==> src/rtl/muldiv_sequencer_if.sv <==
// rtl/muldiv_sequencer_if.sv - request/result bundle between execute stage and the RV32M sequencer
interface muldiv_sequencer_if #(
    parameter int XLEN = 32
);
    logic            i_start;
    logic [2:0]      i_funct3;
    logic [XLEN-1:0] i_operand_a;
    logic [XLEN-1:0] i_operand_b;
    logic            i_flush;
    logic            o_busy;
    logic            o_stall;
    logic            o_done;
    logic [XLEN-1:0] o_result;

    modport master (
        output i_start, i_funct3, i_operand_a, i_operand_b, i_flush,
        input  o_busy, o_stall, o_done, o_result
    );

    modport slave (
        input  i_start, i_funct3, i_operand_a, i_operand_b, i_flush,
        output o_busy, o_stall, o_done, o_result
    );
endinterface

==> src/rtl/muldiv_sequencer.sv <==
// rtl/muldiv_sequencer.sv - iterative RV32M multiply/divide sequencer (shift-add multiply, restoring divide)
// Optional MULDIV_FASTPATH_EN: div-by-zero and overflow skip RUN and finish in 3 cycles.
module muldiv_sequencer #(
    parameter int XLEN = 32
) (
    input  logic              i_clk,
    input  logic              i_rst_n,
    muldiv_sequencer_if.slave bus
);
    localparam int CW = $clog2(XLEN) + 1;

    typedef enum logic [2:0] {S_IDLE, S_PREP, S_RUN, S_FIX, S_DONE} state_t;

    state_t            r_state, w_next;
    logic [2:0]        r_op;
    logic [XLEN-1:0]   r_a, r_b, r_d;
    logic [2*XLEN-1:0] r_acc;
    logic [CW-1:0]     r_cnt;
    logic              r_neg, r_dz, r_ovf, r_done;
    logic [XLEN-1:0]   r_result;

    logic              w_accept, w_is_div, w_sa, w_sb, w_a_neg, w_b_neg, w_dz, w_ovf, w_ok;
    logic [XLEN-1:0]   w_a_abs, w_b_abs, w_dv, w_dvs, w_fix;
    logic [XLEN:0]     w_msum, w_rsh, w_sub;
    logic [2*XLEN-1:0] w_prod;

    assign w_accept = (r_state == S_IDLE) & bus.i_start & ~bus.i_flush;
    assign w_is_div = r_op[2];
    assign w_sa     = (r_op == 3'b001) | (r_op == 3'b010) | (r_op == 3'b100) | (r_op == 3'b110);
    assign w_sb     = (r_op == 3'b001) | (r_op == 3'b100) | (r_op == 3'b110);
    assign w_a_neg  = w_sa & r_a[XLEN-1];
    assign w_b_neg  = w_sb & r_b[XLEN-1];
    assign w_a_abs  = w_a_neg ? -r_a : r_a;
    assign w_b_abs  = w_b_neg ? -r_b : r_b;
    assign w_dz     = w_is_div & (r_b == '0);
    assign w_ovf    = w_is_div & ~r_op[0] & (r_a == {1'b1, {(XLEN-1){1'b0}}}) & (r_b == '1);

    // Multiply: r_acc low half holds the shrinking multiplier, r_d the multiplicand.
    assign w_msum   = {1'b0, r_acc[2*XLEN-1:XLEN]} + (r_acc[0] ? {1'b0, r_d} : '0);
    // Divide: {rem, quo} in r_acc; the shifted remainder needs one extra bit before the trial subtract.
    assign w_rsh    = r_acc[2*XLEN-1:XLEN-1];
    assign w_sub    = {1'b0, w_rsh[XLEN-1:0]} - {1'b0, r_d};
    assign w_ok     = w_rsh[XLEN] | ~w_sub[XLEN];

    assign w_prod   = r_neg ? -r_acc : r_acc;
    assign w_dv     = r_op[1] ? r_acc[2*XLEN-1:XLEN] : r_acc[XLEN-1:0];
    assign w_dvs    = r_neg ? -w_dv : w_dv;

    always_comb begin
        w_fix = w_dvs;
        if (!w_is_div)
            w_fix = (r_op == 3'b000) ? w_prod[XLEN-1:0] : w_prod[2*XLEN-1:XLEN];
        else if (r_dz)
            w_fix = r_op[1] ? r_a : '1;
        else if (r_ovf)
            w_fix = r_op[1] ? '0 : {1'b1, {(XLEN-1){1'b0}}};
    end

    always_ff @(posedge i_clk or negedge i_rst_n) begin
        if (!i_rst_n) r_state <= S_IDLE;
        else          r_state <= w_next;
    end

    always_comb begin
        w_next = r_state;
        case (r_state)
            S_IDLE: if (w_accept) w_next = S_PREP;
`ifdef MULDIV_FASTPATH_EN
            S_PREP: w_next = (w_dz | w_ovf) ? S_FIX : S_RUN;
`else
            S_PREP: w_next = S_RUN;
`endif
            S_RUN:  if (r_cnt == CW'(XLEN - 1)) w_next = S_FIX;
            S_FIX:  w_next = S_DONE;
            S_DONE: w_next = S_IDLE;
            default: w_next = S_IDLE;
        endcase
        if (bus.i_flush) w_next = S_IDLE;
    end

    always_ff @(posedge i_clk or negedge i_rst_n) begin
        if (!i_rst_n) begin
            r_op     <= '0;
            r_a      <= '0;
            r_b      <= '0;
            r_d      <= '0;
            r_acc    <= '0;
            r_cnt    <= '0;
            r_neg    <= 1'b0;
            r_dz     <= 1'b0;
            r_ovf    <= 1'b0;
            r_done   <= 1'b0;
            r_result <= '0;
        end else begin
            r_done <= (r_state == S_FIX) & ~bus.i_flush;
            case (r_state)
                S_IDLE: if (w_accept) begin
                    r_op <= bus.i_funct3;
                    r_a  <= bus.i_operand_a;
                    r_b  <= bus.i_operand_b;
                end
                S_PREP: begin
                    r_d   <= w_is_div ? w_b_abs : w_a_abs;
                    r_acc <= {{XLEN{1'b0}}, (w_is_div ? w_a_abs : w_b_abs)};
                    r_cnt <= '0;
                    r_neg <= (r_op == 3'b110) ? w_a_neg : (w_a_neg ^ w_b_neg);
                    r_dz  <= w_dz;
                    r_ovf <= w_ovf;
                end
                S_RUN: begin
                    r_cnt <= r_cnt + 1'b1;
                    if (!w_is_div)
                        r_acc <= {w_msum, r_acc[XLEN-1:1]};
                    else if (w_ok)
                        r_acc <= {w_sub[XLEN-1:0], r_acc[XLEN-2:0], 1'b1};
                    else
                        r_acc <= {w_rsh[XLEN-1:0], r_acc[XLEN-2:0], 1'b0};
                end
                S_FIX: if (!bus.i_flush) r_result <= w_fix;
                default: ;
            endcase
        end
    end

    assign bus.o_busy   = (r_state != S_IDLE);
    assign bus.o_stall  = w_accept | (r_state == S_PREP) | (r_state == S_RUN) | (r_state == S_FIX);
    assign bus.o_done   = r_done;
    assign bus.o_result = r_result;
endmodule

==> src/flat_wrapper.sv <==
// flat-port wrapper written by rule: the top's interface ports become plain ports
module muldiv_sequencer_flat 
#(
    parameter int XLEN = 32
)
  (i_clk, i_rst_n, bus_i_start, bus_i_funct3, bus_i_operand_a, bus_i_operand_b, bus_i_flush, bus_o_busy, bus_o_stall, bus_o_done, bus_o_result);
  muldiv_sequencer_if #(.XLEN(XLEN)) bus_i ();
  input  logic i_clk;
  input  logic i_rst_n;
  input wire logic [$bits(bus_i.i_start)-1:0] bus_i_start;
  input wire logic [$bits(bus_i.i_funct3)-1:0] bus_i_funct3;
  input wire logic [$bits(bus_i.i_operand_a)-1:0] bus_i_operand_a;
  input wire logic [$bits(bus_i.i_operand_b)-1:0] bus_i_operand_b;
  input wire logic [$bits(bus_i.i_flush)-1:0] bus_i_flush;
  output wire logic [$bits(bus_i.o_busy)-1:0] bus_o_busy;
  output wire logic [$bits(bus_i.o_stall)-1:0] bus_o_stall;
  output wire logic [$bits(bus_i.o_done)-1:0] bus_o_done;
  output wire logic [$bits(bus_i.o_result)-1:0] bus_o_result;
  assign bus_i.i_start = bus_i_start;
  assign bus_i.i_funct3 = bus_i_funct3;
  assign bus_i.i_operand_a = bus_i_operand_a;
  assign bus_i.i_operand_b = bus_i_operand_b;
  assign bus_i.i_flush = bus_i_flush;
  assign bus_o_busy = bus_i.o_busy;
  assign bus_o_stall = bus_i.o_stall;
  assign bus_o_done = bus_i.o_done;
  assign bus_o_result = bus_i.o_result;
  muldiv_sequencer #(.XLEN(XLEN)) u_core (.i_clk(i_clk), .i_rst_n(i_rst_n), .bus(bus_i));
endmodule
==> config.mk <==
export PLATFORM = sky130hd
export DESIGN_NAME = muldiv_sequencer_flat
export DESIGN_NICKNAME = d
export VERILOG_FILES = /design/src/rtl/muldiv_sequencer_if.sv /design/src/rtl/muldiv_sequencer.sv /design/src/flat_wrapper.sv
export SDC_FILE = /design/constraint.sdc
export NUM_CORES = 1
export LEC_CHECK = 0
export BUFFER_PORTS_ARGS = -buffer_cell sky130_fd_sc_hd__buf_2
export CAP_MARGIN = 10
export CORE_MARGIN = 3
export CORE_UTILIZATION = 56
export DETAILED_ROUTE_END_ITERATION = 6
export PLACE_DENSITY = 0.74
export SYNTH_ARGS = -nofsm -noshare
export SYNTH_HDL_FRONTEND = slang
export SYNTH_SLANG_ARGS = --single-unit
==> constraint.sdc <==
create_clock -name i_clk -period 10 [get_ports i_clk]
set_input_delay 0.5 -clock i_clk [delete_from_list [all_inputs] [get_ports i_clk]]
set_output_delay 0.5 -clock i_clk [all_outputs]
set_load 0.01 [all_outputs]
==> results of run 1 <==
## synth_stat cells, types with 13 or more instances
library cell	n
sky130_fd_sc_hd__a21oi_1	178
sky130_fd_sc_hd__o221ai_1	39
sky130_fd_sc_hd__nor3_1	44
sky130_fd_sc_hd__a21o_1	26
sky130_fd_sc_hd__or4_1	16
sky130_fd_sc_hd__buf_1	20
sky130_fd_sc_hd__nand2b_1	21
sky130_fd_sc_hd__xnor2_1	108
sky130_fd_sc_hd__nor4_1	14
sky130_fd_sc_hd__a211oi_1	27
sky130_fd_sc_hd__o41ai_1	13
sky130_fd_sc_hd__inv_1	69
sky130_fd_sc_hd__o31ai_1	35
sky130_fd_sc_hd__mux2_2	75
sky130_fd_sc_hd__or3_1	14
sky130_fd_sc_hd__o22ai_1	16
sky130_fd_sc_hd__xor2_1	90
sky130_fd_sc_hd__and3_1	19
sky130_fd_sc_hd__ha_1	70
sky130_fd_sc_hd__mux2i_1	79
sky130_fd_sc_hd__o211ai_1	22
sky130_fd_sc_hd__nand3_1	32
sky130_fd_sc_hd__clkbuf_1	134
sky130_fd_sc_hd__nor2_1	193
sky130_fd_sc_hd__dfrtp_1	208
sky130_fd_sc_hd__nand2_1	243
sky130_fd_sc_hd__nand4_1	18
sky130_fd_sc_hd__o21ai_0	221
## power groups by stage
stage,Combinational (uW),Sequential [uW],Clock (uW)
6_report,3870,1810,938
5_1_grt,4250,1830,984
4_1_cts,3800,1770,948
3_5_place_dp,3770,1780,0
3_3_place_gp,3710,1770,0
2_1_floorplan,3060,1390,0
## cell type report
class                      instances  area share [%]
multi-input combinational       1776            61.0
sequential                       208            27.0
clock buffer                      35            3.79
timing repair buffer             130            3.75
tap                              396            2.56
inverter                          70            1.36
clock inverter                    11           0.563
## logic make-up (layout without fill, tap and decap cells)
family	Yosys count	in the layout	synth area share [%]
compound gates	680	680	24.0
simple gates	672	672	17.8
buf+inv	238	246	5.16
flops	208	208	29.1
xor+xnor	198	198	9.69
mux	154	154	9.14
fa+ha+maj	72	72	5.12
## placed cells by master, fill, tap and decap left out, types with 14 or more instances in the layout
master and n:
sky130_fd_sc_hd__nand4_1 18, sky130_fd_sc_hd__mux2i_1 79, sky130_fd_sc_hd__buf_2 104, sky130_fd_sc_hd__nor2_1 191, sky130_fd_sc_hd__buf_4 24, sky130_fd_sc_hd__clkbuf_16 25, sky130_fd_sc_hd__mux2_2 75, sky130_fd_sc_hd__ha_1 70
sky130_fd_sc_hd__or4_1 16, sky130_fd_sc_hd__o22ai_1 16, sky130_fd_sc_hd__xnor2_1 108, sky130_fd_sc_hd__or3_1 14, sky130_fd_sc_hd__o31ai_1 35, sky130_fd_sc_hd__and3_1 19, sky130_fd_sc_hd__nand2_1 242, sky130_fd_sc_hd__o221ai_1 39
sky130_fd_sc_hd__a21o_1 26, sky130_fd_sc_hd__nand3_1 32, sky130_fd_sc_hd__a21oi_1 177, sky130_fd_sc_hd__dfrtp_1 205, sky130_fd_sc_hd__o211ai_1 22, sky130_fd_sc_hd__nor3_1 43, sky130_fd_sc_hd__inv_1 69, sky130_fd_sc_hd__nor4_1 14
sky130_fd_sc_hd__o21ai_0 221, sky130_fd_sc_hd__a211oi_1 27, sky130_fd_sc_hd__xor2_1 90, sky130_fd_sc_hd__nand2b_1 21
## worst max-delay path, delay by kind of cell (launching register included)
| family | cells | cell delay [ns] |
|---|---|---|
| AOI/OAI and AO/OA | 8 | 2.39 |
| adders and majority gates | 1 | 0.41 |
| buffers and inverters | 1 | 0.85 |
| DFF | 1 | 0.46 |
| and+or+nand+nor | 2 | 0.25 |
## through the flow
step	util [%]	instances	setup WS [ns]	hold slack, ns
3_5_place_dp	59.5	2579	5.72	0.461
2_1_floorplan	-	2222	6.04	0.204
5_1_grt	62.2	2626	5.19	0.135
6_report	62.2	2626	5.52	0.135
3_3_place_gp	59.5	2579	5.88	0.462
4_1_cts	62.2	2626	5.66	0.115
## layer usage
| metal | track usage [%] | vias up | part of all wire [%] |
|---|---|---|---|
| met5 | 0 | - | 0 |
| met4 | 14.7 | 0 | 5.0 |
| met3 | 6.22 | 178 | 8.8 |
| met2 | 54.6 | 921 | 44 |
| met1 | 49.9 | 8449 | 42 |
| li1 | - | 8016 | - |
## how the worst min path moves through the flow
| stage | to | slack [ns] |
|---|---|---|
| 3_3_place_gp | u_core.bus.o_result[10] | 0.46 |
| 3_5_place_dp | u_core.bus.o_result[10] | 0.46 |
| 4_1_cts | u_core.r_state[1] | 0.12 |
| 6_report | u_core.r_state[1] | 0.14 |
| 2_1_floorplan | u_core.bus.o_done | 0.20 |
| 5_1_grt | u_core.r_state[1] | 0.13 |
## sequential cells by signal, indices dropped and copies added (netlist names)
signal / cells
u_core.r_b: 32
u_core.r_a: 32
u_core.bus.o_result: 32
u_core.r_state: 3
u_core.bus.o_done: 1
u_core.r_d: 32
u_core.r_neg: 1
u_core.r_cnt: 6
u_core.r_dz: 1
u_core.r_op: 3
u_core.r_ovf: 1
u_core.r_acc: 64
==> out/qor.txt, run 1 <==
status - completed
grt ovf - 0
Net count, final - 2354
CP cell instances - inv_1 > nor2_1 > ha_1 > nand2b_1 > a21oi_1 > o2111ai_1 > o21ai_0 > a21oi_1 > o21ai_0 > a31oi_1 > o31a_1 > a211oi_1
achievable frequency - 0.223 GHz
type of the worst setup path - register to register
Hold Buf Count CTS - 1
routed vias/inst - 6.69
wire length of the first global-routing pass - 95100 microns
chip width - 185 microns
Net Sw Frac - 51.3%
final critical-path required period - 4.48 ns
required time worst endpoint - 10.46 ns
total design power - 6610 uW
maximum fanout count along the critical path - 31
Pwr Density - 342 nW/um^2
fill count - 2717
Max transition margin - 24.4%
depth of the most critical reg-to-reg path - 12
area share of the leading cell type in the synthesized netlist - 29.1%
ratio of cells with drive above 1 in the final layout - 13.0%
internal power - 3220 uW
vertical extent of the die - 185 microns
area of all sequential standard cells - 5210 sq um
number of max-cap violations - 0
clock latency of the later-clocked register in the worst-skew pair - 0.57 ns
sequential power share - 27.3%
PortBufs - 105
detailed router's first-iteration violation count - 1867
clock network fraction of total power - 14.2%
DRT Pass-1 Iters - 6
placement row count - 64
Placeable Area - 31100 sq um
design area - 19300 sq um
Gate power share - 58.5%
combined area of all synthesized cells - 17900 sq um
remaining design rule violation count - 0
element type at the critical path start - register
TritonCTS buffer count - 25
RSZ-0062 raised after global routing - false
total count of hold-check failures in the final report - 0
worst setup path start - u_core.r_acc[0]
most frequently used flop master after synthesis - sky130_fd_sc_hd__dfrtp_1
initial core utilization - 57.6%
CTS clock-pin slew for the worst setup and hold paths - 0.07 ns
number of warnings printed during yosys synthesis - 0
slack of the worst reg-to-reg path - 5.52 ns
slowest CP cell - sky130_fd_sc_hd__inv_1
Clock Tree Buf Depth - 3
largest stage delay on the critical path - 0.85 ns
number of antenna violations at the first check in global routing - 0
post-CTS setup buffer count - 0
average cell area after synthesis - 8.05 sq um
Hold Crit Class - primary input to register
Routed WL - 61700 microns
reported leakage power - 0.00843 uW
Die ar. - 34100 sq um
Worst Hold Path Cells - 2
Setup Total Neg Slack - 0 ns
number of sinks handled by clock tree synthesis - 208
actual transition at the worst max-transition pin - 1.13 ns
peak supply drop - 0.208 mV
net count of the mapped netlist - 2365
data arrival at the endpoint of the critical path - 4.94 ns
worst clock skew - 0.0242 ns
async set-or-reset flop fraction in the synthesized netlist - 100%
post-CTS sizing - 0
count of pins over their slew limit - 0
post-route fraction of the period consumed by the critical path - 44.8%
CTS root buf - sky130_fd_sc_hd__clkbuf_16
worst reg2reg path endpoint - u_core.r_acc[63]
via total after detailed routing - 17600
sequential element share of the synthesized area - 29.1%
area growth from synthesis to final layout - 8.05%
number of global-route vias before repair - 16300
switching power - 3390 uW
Cell variety after synth - 78
antenna-violating nets left - 0
Placement Cell Area - 18500 sq um
EDFF count, synth - 0
number of diodes - 0
gate count of the mapped netlist - 2222
GRT Resource Usage Total - 35.6%
cells taking the most area after synthesis - sky130_fd_sc_hd__dfrtp_1 (29%), sky130_fd_sc_hd__o21ai_0 (6.2%), sky130_fd_sc_hd__xnor2_1 (5.3%)
worst min-delay path startpoint - bus_i_flush
number of levels the H-tree was split into - 1
half-perimeter wire length after placement - 45200 microns
CTS tree - yes
endpoint of the worst setup timing path - u_core.r_acc[63]
#FFs+latches synth - 208
global placement routability congestion - 1.01
area used by multi-input combinational logic - 11800 sq um
final setup violation count - 0
top-level I/O count - 106
r2r startpoint - u_core.r_acc[0]
library cell with the largest summed area after synthesis - sky130_fd_sc_hd__dfrtp_1
average detailed-routed wire length per instance - 23.5 microns
Critical Path Sink Type - register
largest net degree at the start of global routing - 95
Note: power is estimated with default switching activity, not from simulation.
==> inputs of run 2 (changes only) <==
Clock period 10 ns to 4.2 ns, I/O delays scaled along.
==> run 2 against run 1 <==
- critical path depth did not move
- critical path type unchanged
- sequential power up 120%
- routed wire length increased by 2.2%
- combinational power grew to 2.6 times the previous value
- cell count increased by 4.3%
- largest cell class unchanged
- sequential share of layout area shrank 1.4 points
- highest routed layer unchanged
- register-to-register slack lost 5.1 ns
- total power increased by 150%
- final area is 5.5% higher
- via count rose by 3.6%
- fmax up 20%
- utilization is 3.4 points higher
==> out/qor.txt, run 2 (same netlist as run 1, synthesis figures left out) <==
status - completed (unchanged)
vertical extent of the die - 185 microns (unchanged)
half-perimeter wire length after placement - 45800 microns (was 45200 microns)
Max transition margin - 33.4% (was 24.4%)
clock latency of the later-clocked register in the worst-skew pair - 0.54 ns (was 0.57 ns)
RSZ-0062 raised after global routing - false (unchanged)
achievable frequency - 0.268 GHz (was 0.223 GHz)
routed vias/inst - 6.64 (was 6.69)
number of max-cap violations - 0 (unchanged)
global placement routability congestion - 1.01 (about the same)
average detailed-routed wire length per instance - 23.0 microns (was 23.5 microns)
count of pins over their slew limit - 0 (unchanged)
area growth from synthesis to final layout - 14.0% (was 8.05%)
DRT Pass-1 Iters - 6 (unchanged)
CTS tree - yes (unchanged)
top register by number of flip-flops - u_core.r_acc (unchanged)
antenna-violating nets left - 0 (unchanged)
chip width - 185 microns (unchanged)
largest net degree at the start of global routing - 141 (was 95)
CTS root buf - sky130_fd_sc_hd__clkbuf_16 (unchanged)
initial core utilization - 57.6% (unchanged)
peak supply drop - 0.434 mV (was 0.208 mV)
placement row count - 64 (unchanged)
Setup Total Neg Slack - 0 ns (unchanged)
via total after detailed routing - 18200 (was 17600)
TritonCTS buffer count - 25 (unchanged)
reported leakage power - 0.00894 uW (was 0.00843 uW)
cell class contributing the biggest share of worst-path delay - compound AO/OA/AOI/OAI gates (unchanged)
Critical path buffers and inverters - 2 (was 1)
grt ovf - 0 (unchanged)
number of global-route vias before repair - 17500 (was 16300)
number of antenna violations at the first check in global routing - 3 (was 0)
top-level I/O count - 106 (unchanged)
total count of hold-check failures in the final report - 0 (unchanged)
number of sinks handled by clock tree synthesis - 208 (unchanged)
Routed WL - 63100 microns (was 61700 microns)
worst clock skew - 0.00998 ns (was 0.0242 ns)
element type at the critical path start - register (unchanged)
largest stage delay on the critical path - 0.47 ns (was 0.85 ns)
Net count, final - 2462 (was 2354)
number of flip-flops under the largest register name - 64 (unchanged)
Hold Crit Class - primary input to register (unchanged)
final setup violation count - 0 (unchanged)
final critical-path required period - 3.74 ns (was 4.48 ns)
remaining design rule violation count - 0 (unchanged)
Critical Path Sink Type - register (unchanged)
wire length of the first global-routing pass - 97900 microns (was 95100 microns)
GRT Resource Usage Total - 36.4% (was 35.6%)
Pwr Density - 794 nW/um^2 (was 342 nW/um^2)
PortBufs - 105 (unchanged)
number of levels the H-tree was split into - 1 (unchanged)
Clock Tree Buf Depth - 3 (unchanged)
actual transition at the worst max-transition pin - 0.993 ns (was 1.13 ns)
Hold Slack - 0.137 ns (was 0.135 ns)
detailed router's first-iteration violation count - 1819 (was 1867)
leading cell type in the layout, fill and taps excluded - sky130_fd_sc_hd__nand2_1 (unchanged)
ratio of cells with drive above 1 in the final layout - 14.1% (was 13.0%)
required time worst endpoint - 4.61 ns (was 10.46 ns)
CTS clock-pin slew for the worst setup and hold paths - 0.06 ns (was 0.07 ns)
Placeable Area - 31100 sq um (unchanged)
type of the worst setup path - register to register (unchanged)
Worst path most repeated cell - sky130_fd_sc_hd__a211o_1
maximum fanout count along the critical path - 23 (was 31)
Die ar. - 34100 sq um (unchanged)
slowest CP cell - sky130_fd_sc_hd__dfrtp_1 (was sky130_fd_sc_hd__inv_1)
CP cell instances - inv_1 > buf_4 > nor2_1 > ha_1 > a211o_1 > and2_1 > a211o_1 > a221o_1 > a311oi_1 > o21ai_0 > xnor2_1 > o221ai_1 (was inv_1 > nor2_1 > ha_1 > nand2b_1 > a21oi_1 > o2111ai_1 > o21ai_0 > a21oi_1 > o21ai_0 > a31oi_1 > o31a_1 > a211oi_1)
highest-count cells in the layout ignoring fill and taps - sky130_fd_sc_hd__nand2_1 (242), sky130_fd_sc_hd__o21ai_0 (221), sky130_fd_sc_hd__dfrtp_1 (205), sky130_fd_sc_hd__nor2_1 (191), sky130_fd_sc_hd__a21oi_1 (177) (unchanged)
post-route fraction of the period consumed by the critical path - 89.0% (was 44.8%)
data arrival at the endpoint of the critical path - 4.14 ns (was 4.94 ns)
==> run 2: cell types whose count changed in the layout (fill, tap and decap cells not counted), moves of 3 or more <==
cell                            delta
sky130_fd_sc_hd__bufinv_16         +3
sky130_fd_sc_hd__clkbuf_8          -4
sky130_fd_sc_hd__buf_12            +4
sky130_fd_sc_hd__buf_4            +36
sky130_fd_sc_hd__diode_2           +4
sky130_fd_sc_hd__dlygate4sd3_1    +68
==> run 2: per-layer routing <==
metal / up-vias / wire, microns / GRT usage, %
met5: - / 0 / 0
met4: 0 / 4100 / 19.9
met3: 239 / 6280 / 7.84
met2: 1067 / 28200 / 56.3
met1: 8665 / 24600 / 47.6
li1: 8217 / - / -
==> run 2: per-stage QoR <==
step           cells  setup WS [ns]  instance area (sq um)  utilization, %  power, uW
2_1_floorplan   2222          0.238                  17900               -      10600
3_3_place_gp    2619          0.609                  18800            60.6      13200
3_5_place_dp    2619          0.515                  18800            60.6      13500
4_1_cts         2734          0.497                  20400            65.6      15900
5_1_grt         2734          0.253                  20400            65.6      17200
6_report        2738          0.462                  20400            65.7      16200
==> run 2: final cells by class <==
| cell class | instances | area [sq um] |
|---|---|---|
| tap | 396 | 495 |
| clock inverter | 16 | 196 |
| multi-input combinational | 1776 | 11800 |
| timing repair buffer | 238 | 1760 |
| antenna | 4 | 10.0 |
| fill | 2601 | 10700 |
| clock buffer | 30 | 674 |
| inverter | 70 | 263 |
| sequential | 208 | 5210 |
==> run 2: repair_timing <==
action | in CTS | in global routing
buffers inserted | 0 | 0
hold endpoints to repair | 141 | 0
hold buffers | 69 | 0
gates resized for setup | 0 | 0
==> run 2: report_power, final <==
group	internal, uW	switching (uW)
sequential	2720	1240
combinational	3950	5960
clock	1400	938
total	8060	8130
==> run 2: worst reg2reg max path: stages, from the launching register on <==
cell	delay, ns
sky130_fd_sc_hd__dfrtp_1	0.47
sky130_fd_sc_hd__inv_1	0.29
sky130_fd_sc_hd__buf_4	0.34
sky130_fd_sc_hd__nor2_1	0.10
sky130_fd_sc_hd__ha_1	0.37
sky130_fd_sc_hd__a211o_1	0.30
sky130_fd_sc_hd__and2_1	0.16
sky130_fd_sc_hd__a211o_1	0.34
sky130_fd_sc_hd__a221o_1	0.46
sky130_fd_sc_hd__a311oi_1	0.35
sky130_fd_sc_hd__o21ai_0	0.16
sky130_fd_sc_hd__xnor2_1	0.15
sky130_fd_sc_hd__o221ai_1	0.13
==> run 2: path summary, 6_finish.rpt <==
kind                       cells after the start  slack [ns]                     from                 endpoint
setup / recovery                              12        0.46          u_core.r_acc[0]         u_core.r_acc[60]
setup reg to reg                              12        0.46          u_core.r_acc[0]         u_core.r_acc[60]
max in group asynchronous                      3        2.78                  i_rst_n   u_core.bus.o_result[9]
min in group asynchronous                      2        0.20                  i_rst_n         u_core.r_acc[61]
hold / removal                                 3        0.14              bus_i_start        u_core.r_state[0]
hold reg to reg                                2        0.47  u_core.bus.o_result[10]  u_core.bus.o_result[10]
